$ cat src/rtl/cla_sub_pkg.sv
// Shared constants and stage-1 payload for the pipelined CLA subtractor.
// Build option: CLA_SUB_CLAMP_EN selects unsigned saturation of D.
package cla_sub_pkg;

  localparam int WIDTH_DEF = 32;
  localparam int LO_W_DEF  = 16;
  localparam int HI_W_DEF  = WIDTH_DEF - LO_W_DEF;

  typedef struct packed {
    logic [LO_W_DEF-1:0] lo_sum;
    logic                c_mid;
    logic [HI_W_DEF-1:0] a_hi;
    logic [HI_W_DEF-1:0] nb_hi;
  } s1_t;

endpackage

$ cat src/rtl/cla_block.sv
// N-bit combinational carry-lookahead slice: 4-bit groups with
// group generate/propagate feeding the inter-group carry chain.
module cla_block #(
  parameter int N = 16
) (
  input  logic [N-1:0] a,
  input  logic [N-1:0] b,
  input  logic         ci,
  output logic [N-1:0] s,
  output logic         co
);

  localparam int NG = (N + 3) / 4;
  localparam int NP = NG * 4;

  logic [NP-1:0] g;
  logic [NP-1:0] p;
  logic [NP-1:0] c;
  logic [NG:0]   cg;
  logic          gg;
  logic          gp;

  // Pad bits propagate so cg[NG] is the true carry out of bit N-1.
  always_comb begin
    g = '0;
    p = '1;
    g[N-1:0] = a & b;
    p[N-1:0] = a ^ b;
    c = '0;
    cg = '0;
    cg[0] = ci;
    gg = 1'b0;
    gp = 1'b1;
    for (int k = 0; k < NG; k++) begin
      gg = 1'b0;
      gp = 1'b1;
      c[4*k] = cg[k];
      for (int j = 0; j < 4; j++) begin
        gg = g[4*k+j] | (p[4*k+j] & gg);
        gp = gp & p[4*k+j];
        if (j < 3)
          c[4*k+j+1] = g[4*k+j] | (p[4*k+j] & c[4*k+j]);
      end
      cg[k+1] = gg | (gp & cg[k]);
    end
  end

  assign s  = p[N-1:0] ^ c[N-1:0];
  assign co = cg[NG];

endmodule

$ cat src/rtl/pipelined_cla_subtractor.sv
// Two-stage valid/ready subtractor D = A - B - BORROW_in on CLA slices.
// Build option: CLA_SUB_CLAMP_EN clamps D to 0 on final borrow.
module pipelined_cla_subtractor
  import cla_sub_pkg::*;
#(
  parameter int WIDTH = WIDTH_DEF,
  parameter int LO_W  = LO_W_DEF
) (
  input  logic             clk,
  input  logic             rst_n,
  input  logic             in_valid,
  output logic             in_ready,
  input  logic [WIDTH-1:0] A,
  input  logic [WIDTH-1:0] B,
  input  logic             BORROW_in,
  output logic             out_valid,
  input  logic             out_ready,
  output logic [WIDTH-1:0] D,
  output logic             BORROW_out,
  output logic             OVF
);

  localparam int HI_W = WIDTH - LO_W;

  logic            s1_valid;
  s1_t             s1_q;
  logic            s1_load;
  logic            s2_load;
  logic [LO_W-1:0] lo_sum;
  logic            lo_co;
  logic [HI_W-1:0] hi_sum;
  logic            hi_co;
  logic [WIDTH-1:0] d_full;
  logic            ovf_next;

  assign s2_load  = s1_valid && (!out_valid || out_ready);
  assign in_ready = !s1_valid || !out_valid || out_ready;
  assign s1_load  = in_valid && in_ready;

  // Subtraction as A + ~B + ~BORROW_in.
  cla_block #(.N(LO_W)) u_lo (
    .a  (A[LO_W-1:0]),
    .b  (~B[LO_W-1:0]),
    .ci (~BORROW_in),
    .s  (lo_sum),
    .co (lo_co)
  );

  cla_block #(.N(HI_W)) u_hi (
    .a  (s1_q.a_hi),
    .b  (s1_q.nb_hi),
    .ci (s1_q.c_mid),
    .s  (hi_sum),
    .co (hi_co)
  );

  assign d_full   = {hi_sum, s1_q.lo_sum};
  assign ovf_next = (s1_q.a_hi[HI_W-1] == s1_q.nb_hi[HI_W-1]) &&
                    (hi_sum[HI_W-1] != s1_q.a_hi[HI_W-1]);

  always_ff @(posedge clk or negedge rst_n) begin
    if (!rst_n) begin
      s1_valid <= 1'b0;
      s1_q     <= '0;
    end else begin
      if (s1_load) begin
        s1_valid    <= 1'b1;
        s1_q.lo_sum <= lo_sum;
        s1_q.c_mid  <= lo_co;
        s1_q.a_hi   <= A[WIDTH-1:LO_W];
        s1_q.nb_hi  <= ~B[WIDTH-1:LO_W];
      end else if (s2_load) begin
        s1_valid <= 1'b0;
      end
    end
  end

  always_ff @(posedge clk or negedge rst_n) begin
    if (!rst_n) begin
      out_valid  <= 1'b0;
      D          <= '0;
      BORROW_out <= 1'b0;
      OVF        <= 1'b0;
    end else begin
      if (s2_load) begin
        out_valid  <= 1'b1;
        BORROW_out <= ~hi_co;
        OVF        <= ovf_next;
`ifdef CLA_SUB_CLAMP_EN
        D          <= hi_co ? d_full : '0;
`else
        D          <= d_full;
`endif
      end else if (out_ready) begin
        out_valid <= 1'b0;
      end
    end
  end

endmodule

$ cat config.mk
export PLATFORM = sky130hd
export DESIGN_NAME = pipelined_cla_subtractor
export DESIGN_NICKNAME = d
export VERILOG_FILES = /design/src/rtl/cla_sub_pkg.sv /design/src/rtl/cla_block.sv /design/src/rtl/pipelined_cla_subtractor.sv
export SDC_FILE = /design/constraint.sdc
export NUM_CORES = 1
export LEC_CHECK = 0
export CAP_MARGIN = 20
export CORE_MARGIN = 1
export CORE_UTILIZATION = 54
export CTS_CLUSTER_SIZE = 30
export DETAILED_ROUTE_END_ITERATION = 8
export PLACE_DENSITY = 0.94
export SLEW_MARGIN = 0
export SYNTH_ARGS = -nofsm -noshare
export SYNTH_HDL_FRONTEND = slang
export SYNTH_SLANG_ARGS = --single-unit
$ cat constraint.sdc
create_clock -name clk -period 5.88 [get_ports clk]
set_input_delay 1.176 -clock clk [delete_from_list [all_inputs] [get_ports clk]]
set_output_delay 1.176 -clock clk [all_outputs]
set_load 0.05 [all_outputs]
* Word-level counts from Yosys, hierarchy flattened
Index checks and enable logic that the tools add are counted.
Word-level totals: bits in read-only memories 0, logic and storage cells 171, bits in registers 85, input port bits 69, memories kept 0, memory bits (writable) 0, bits in latches 0, output and inout bits 36
Cells by class: div/mod/pow operators 0, bitwise operators 146, shift-type cells 0, reductions and logical operators 10, equal/unequal tests 2, magnitude comparators 0, add/subtract/negate cells 0, multipliers 0, multiplexer cells 4
Operator list (count):
- $and 1x1->1 | 80
- $xor 16x16->16 | 4
- $or 1x1->1 | 56
- $and 16x16->16 | 2
- $not 16->16 | 2
- $mux 1 | 4
- $reduce_bool 2->1 | 2
- $logic_and 1x1->1 | 3
- $logic_or 1x1->1 | 3
- $logic_not 1->1 | 2
- $not 1->1 | 2
- $eq 1x1->1 | 1
- $ne 1x1->1 | 1

* Longest topological paths before layout
Gate-level depths: netlist of the first run.
depth after elaboration 21, depth in mapped cells 11, mapped depth without buffers 11

* Cells and area by module
From an unflattened synthesis of the first run, not the netlist that was laid out.
Second synthesis, totals: cells, all modules 349, area total of the unflattened synthesis 4650.7 um2
By module, submodules not included:
- pipelined_cla_subtractor | sequential area each 2127.0 um2, cells each 219, instances 1, area each 3337.0 um2
- cla_block | sequential area each 0.0 um2, cells each 65, instances 2, area each 656.9 um2

* Worst setup path before layout of the first run
No wires, ideal clock.
kind in2reg, from in B[3], to reg s1_q (netlist bit d_full[15]), setup time 0.083 ns, path buffers 0, data arrival time 3.356 ns, path slack 2.441 ns, cell stages on the path 11, data required time 5.797 ns, path through inv_1 -> ha_1 -> o21a_1 -> o2111ai_1 -> a21oi_2 -> a211oi_2 -> fa_1 -> fa_1 -> fa_1 -> xor2_1 -> o21ai_0
On the way: word-level cells in the longest chain between the ends 16, elaborated cells on any way between the ends 19, classes of those cells bitwise: 19
RTL lines:
- from (decl) | RTL line pipelined_cla_subtractor.sv:14 | input logic [WIDTH-1:0] B,
- $not 16->16 * | RTL line pipelined_cla_subtractor.sv:43 | .b (~B[LO_W-1:0]),
- $xor 16x16->16 | RTL line cla_block.sv:28 | p[N-1:0] = a ^ b;
- $and 1x1->1, on equally long branches | RTL line cla_block.sv:39, cla_block.sv:40
- $or 1x1->1 / $and 1x1->1 (equally long branches) | RTL line cla_block.sv:39, cla_block.sv:44
- $or 1x1->1 * | RTL line cla_block.sv:44 | cg[k+1] = gg | (gp & cg[k]);
- $and 1x1->1 * | RTL line cla_block.sv:44
- $or 1x1->1 * | RTL line cla_block.sv:44
- $and 1x1->1 * | RTL line cla_block.sv:44
- $or 1x1->1 * | RTL line cla_block.sv:44
- $and 1x1->1 * | RTL line cla_block.sv:42 | c[4*k+j+1] = g[4*k+j] | (p[4*k+j] & c[4*k+j]);
- $or 1x1->1 * | RTL line cla_block.sv:42
- $and 1x1->1 * | RTL line cla_block.sv:42
- $or 1x1->1 * | RTL line cla_block.sv:42
- $and 1x1->1 * | RTL line cla_block.sv:42
- $or 1x1->1 * | RTL line cla_block.sv:42
- $xor 16x16->16 * | RTL line cla_block.sv:48 | assign s = p[N-1:0] ^ c[N-1:0];
- to (decl) | RTL line pipelined_cla_subtractor.sv:26 | s1_t s1_q;
Mark *: on every way between the ends. The rest lies on a longest branch, timed or not. A chain may end at the register's enable or synchronous reset.

* Final worst setup path of the first run
from in out_ready, to out in_ready
On the way: word-level cells in the longest chain between the ends 1
RTL lines:
- from (decl) | RTL line pipelined_cla_subtractor.sv:17 | input logic out_ready,
- $logic_or 1x1->1 | RTL line pipelined_cla_subtractor.sv:37 | assign in_ready = !s1_valid || !out_valid || out_ready;
- to (decl) | RTL line pipelined_cla_subtractor.sv:12 | output logic in_ready,
No other way between the ends.

==> flow_summary.ini, run 1 <==
[status]
status = finished clean

[timing]
setup_tns_ps = 0
setup_viol = 0
grt_setup_unrepaired = no
whs_ps = 479.5
slew_headroom = 0.3854
skew_ps = 14.55
worst_slew_pin_slew_ps = 918.6
post-route-period-util = 0.6591
fmax_mhz = 258.0
drv_slew = 0
hold_viol_final = 0
min_period_ps = 3875

[routing]
ant_nets = 0
num_vias = 3184
drc = 0
dr.pass1.iters = 6
drt_first_iter_violations = 88
viasPerCell = 5.461
routedWlPerCell_um = 16.62
routed_wl_um = 9689

[logic_synthesis]
synth_top_flop_cell = dfrtp_1
async_flop_share = 1.000
synth_area_mm2 = 0.004479
synthesis.nets = 496
syn_avg_cell_area_um2 = 12.07
ys_ff_latch = 85
yosysSeqAreaShare = 0.4749
synth-edff-count = 0
ys_warn_count = 0
yosysUniqueCellTypes = 38
synthesis.instances = 371

[layout]
regArea_mm2 = 0.002127
drive_gt1_frac = 0.08940
final_nets = 601
layout_commonest_cell = clkdlybuf4s50_1
fin_cells = 583
post-route-util = 0.7400
diodes = 0
final_cell_mix = 103 x clkdlybuf4s50_1, 85 x dfrtp_1, 44 x nand2_1, 35 x o21ai_0, 33 x inv_1
syn_to_final_growth_pct = 30.31
nFillCells = 528
multi_input_area_mm2 = 0.002170

[placement]
portBuffers = 104
dp_hpwl_um = 7346
gp_congestion = 0.8321
dp_cells = 566

[hold_path]
hold_end = d_full[1]
hold_class = reg -> reg
hold_depth = 2
hold_start = d_full[1]

[critical_path]
startpoint_type = primary input
worstSetupPathType = in -> out
ff2ff_setup_slack_ps = 2450
timing.rr.end = OVF
cp_max_fo = 4
cp.arrival_ps = 2700
rr_worst_depth = 11
cp.required_ps = 4700
reg2reg_from = s1_q[7]
end_kind = output port

[grt]
antenna_found_initial = 0
overflow = 0
grt.total_usage = 0.2359
grt_pass1_vias = 3417
grt_max_degree = 86
grt_pass1_wl_um = 15610

[cts]
cts_resized = 0
clockBufferDepth = 2
cts_sinks = 85
clk_latency_ps = 350
post_cts_buffers = 0
htree_num_levels = 3
cts_root_buffer = clkbuf_8
ctsHoldBuffers = 0
cts_tree = yes
numCtsBuffers = 9
cts.clk_slew.worst_paths_ps = 80

[floorplanning]
start_util = 0.5679
core_mm2 = 0.007888
ios = 105
row_count = 32
die_w_um = 93.08
die-area_mm2 = 0.008663
die_h_um = 93.08

[pwr]
power.leakage_nw = 2.627
p_total_mw = 2.265
vdd_drop_max_mv = 0.1972
power.density_mw_per_mm2 = 388.1

[run]
max_cap_violations = 0
==> power breakdown <==
part           switching, mW  leakage (nW)  internal (mW)  total, mW
combinational          0.600          1.51          0.383      0.982
clock                  0.204        0.0985          0.239      0.443
sequential             0.103          1.02          0.737      0.840
total                  0.907          2.63           1.36       2.27
==> through the flow <==
stage	setup WS [ps]	area [um^2]
after global placement	1846	5594
after global routing	1979	5837
after detailed placement	1736	5594
after floorplan	2441	4479
final	2005	5837
after CTS	2004	5809
==> flip-flops by register name (all words and copies together) (netlist names) <==
signal,flops
s1_valid,1
D,32
BORROW_out,1
out_valid,1
OVF,1
s1_q,33
d_full,16
==> Yosys cell counts (all sizes together) (3+ instances only) <==
library cell	count	area [um^2]
mux2	43	484.2
a21oi	9	48.80
fa	24	480.5
clkbuf	3	11.26
dfrtp	85	2127
nand4	4	25.02
inv	33	123.9
nor2	3	11.26
nand2	46	175.2
ha	32	400.4
buf	9	50.04
xnor2	5	43.79
nand2b	4	25.02
o21ai	42	214.0
a211oi	4	35.03
a21o	4	30.03
xor2	4	35.03
==> critical path, cell delays in order <==
cell             delay (ps)
clkdlybuf4s50_1         460
nand3b_1                190
clkdlybuf4s50_1         870
==> kinds of logic (layout without fill, tap and decap cells) <==
kind of cell / count (synthesis) / in the layout / synth area share
adders and majority gates: 56 / 56 / 0.1966
and+or+nand+nor: 63 / 63 / 0.06285
AOI/OAI and AO/OA: 70 / 70 / 0.09860
xor gates and xnor gates: 9 / 9 / 0.01760
DFF: 85 / 85 / 0.4749
muxes: 43 / 43 / 0.1081
buffers and inverters: 45 / 155 / 0.04134
==> how the worst max path moves through the flow <==
stage                   start    endpoint  slack, ps  depth (start not counted)
floorplan                B[3]  d_full[15]       2440                         11
global route        out_ready    in_ready       1980                          3
finish              out_ready    in_ready       2000                          3
detailed placement       B[0]  d_full[15]       1740                         12
CTS                 out_ready    in_ready       2000                          3
global placement         B[0]  d_full[15]       1850                         12
==> routing by layer <==
layer / share of wire / vias up / routed length, um / GRT usage
li1: - / 1469 / - / -
met1: 0.40 / 1590 / 3859 / 0.2686
met2: 0.53 / 96 / 5116 / 0.4295
met3: 0.037 / 29 / 358 / 0.02683
met4: 0.037 / 0 / 354 / 0.1308
met5: 0 / - / 0 / 0
==> area by class of cell <==
class                   instances  share of cell area
multi-input cells             241              0.3717
well taps                     102             0.02186
flip-flops and latches         85              0.3644
clock buffers                  10             0.02186
repair buffers                106              0.1839
inverters                      33             0.02122
clock inverters                 6             0.01501
No activity file was read; power rests on OpenSTA's default activity.
==> run 2: changes to the inputs <==
CORE_UTILIZATION = 50   (was 54)
PLACE_DENSITY = 0.88   (was 0.94)
clock period = 3.8 ns   (was 5.88 ns; I/O delays follow)
==> run 2 against run 1 <==
Against the previous run:
- sequential power is 52% higher
- count of clock-buffer cells in the layout is 1 higher
- sequential share of layout area is 0.16 points lower
- flip-flop and latch count is the same
- largest cell class unchanged
- non-clock buffer count up 2
- worst setup slack lost 1600 ps
- critical path depth grew 8
- power up 53%
- utilization fell by 6.4 points
- combinational power up 53%
- clock power rose by 56%
==> flow_summary.ini, run 2 (synthesis gave the netlist of run 1 again) <==
[critical_path]
reg2reg_from = s1_q[7]
cp_max_fo = 4
crit_cells = 11
critPathMaxStageDelay_ps = 430
cp.required_ps = 4040
rr_worst_depth = 11
cpLargestDelayFamily = adder cells
end_kind = flop
cp.arrival_ps = 3610
worstSetupPathType = reg -> reg
cp_slowest_cell = fa_1
path_buf_inv = 0
timing.rr.end = OVF
cpMostUsedCell = fa_1
startpoint_type = flop
ff2ff_setup_slack_ps = 430
crit_chain = ha_1, and4_4, a221oi_2, o21ai_2, a31oi_4, o21ai_1, fa_1, fa_1, fa_1, xnor2_1, o31ai_1

[cts]
post_cts_buffers = 0
cts_tree = yes
ctsHoldBuffers = 0
clk_latency_ps = 340
cts.clk_slew.worst_paths_ps = 90
htree_num_levels = 3
cts_sinks = 85
clockBufferDepth = 2
cts_resized = 0
numCtsBuffers = 9
cts_root_buffer = clkbuf_8

[layout]
final_nets = 603
final_cell_mix = 103 x clkdlybuf4s50_1, 85 x dfrtp_1, 44 x nand2_1, 35 x o21ai_0, 33 x inv_1
layout_commonest_cell = clkdlybuf4s50_1
largest_reg_flops = 33
syn_to_final_growth_pct = 30.89
drive_gt1_frac = 0.09129
post-route-util = 0.6756
fin_cells = 590
diodes = 0
regMostFlops = s1_q

[routing]
routed_wl_um = 8697
ant_nets = 0
drt_first_iter_violations = 44
routedWlPerCell_um = 14.74
viasPerCell = 5.181
num_vias = 3057
dr.pass1.iters = 4
drc = 0

[grt]
grt_pass1_vias = 3264
grt_pass1_wl_um = 15290
antenna_found_initial = 0
grt.total_usage = 0.2027
overflow = 0
grt_max_degree = 86

[floorplanning]
ios = 105
die_w_um = 96.65
die-area_mm2 = 0.009341
die_h_um = 96.65
core_mm2 = 0.008678
start_util = 0.5161
row_count = 34

[timing]
min_period_ps = 3371
setup_tns_ps = 0
skew_ps = 9.926
setup_viol = 0
grt_setup_unrepaired = no
drv_slew = 0
slew_headroom = 0.6033
setup_slack_ps = 429.1
post-route-period-util = 0.8871
worst_slew_pin_slew_ps = 593.0
fmax_mhz = 296.7
hold_viol_final = 0

[pwr]
power.density_mw_per_mm2 = 591.7
power.leakage_nw = 2.645
vdd_drop_max_mv = 0.2356

[placement]
gp_congestion = 0.8095
dp_cells = 574
dp_hpwl_um = 6713
dpl_worst_slack_ps = 101.8
portBuffers = 104

[run]
max_cap_violations = 0

[hold_path]
hold_class = in -> async

[status]
status = finished clean
==> run 2: report_power, final <==
group,internal [mW],leakage [nW],total (mW),switching [mW]
combinational,0.590,1.52,1.50,0.908
clock,0.384,0.105,0.689,0.305
sequential,1.14,1.02,1.28,0.143
==> run 2: how the worst max path moves through the flow <==
stage               slack (ps)    start          to
floorplan                  720  s1_q[7]       D[30]
global placement           180     B[0]  d_full[15]
detailed placement         100     B[3]  d_full[15]
CTS                        400  s1_q[7]         OVF
global route               240  s1_q[7]         OVF
finish                     430  s1_q[7]         OVF
==> run 2: worst reg2reg max path: cells and delay by family, from the launching register on <==
| kind | cells | cell delay [ps] |
|---|---|---|
| adders and majority gates | 4 | 1600 |
| AOI/OAI and AO/OA | 5 | 910 |
| DFF | 1 | 390 |
| and+or+nand+nor | 1 | 220 |
| xor gates and xnor gates | 1 | 150 |
==> run 2: final cells by class <==
cell class                      instances  area (um^2)
Fill cell                             663         2815
Multi-Input combinational cell        241         2170
Sequential cell                        85         2127
Timing Repair Buffer                  108         1094
Clock buffer                           11        141.4
Tap cell                              108        135.1
Inverter                               33        123.9
Clock inverter                          4        72.57
==> run 2: stage by stage <==
step | hold WS (ps) | cell area, um^2 | total power, mW
2_1_floorplan | 446.0 | 4479 | 2.259
3_3_place_gp | 459.0 | 5629 | 2.753
3_5_place_dp | 465.9 | 5629 | 2.816
4_1_cts | 483.1 | 5843 | 3.509
5_1_grt | 413.2 | 5863 | 3.677
6_report | 391.2 | 5863 | 3.469
==> run 2: metal layers <==
layer,global-route usage,part of all wire
met1,0.2537,0.42
met5,0,0
met2,0.3559,0.53
met4,0.05052,0.0095
met3,0.04552,0.044
==> run 3: changes to the inputs <==
HOLD_SLACK_MARGIN = 0.15   (was unset)
==> results of run 3 <==
No change in the layout: final DEF, timing and power equal those of run 2.
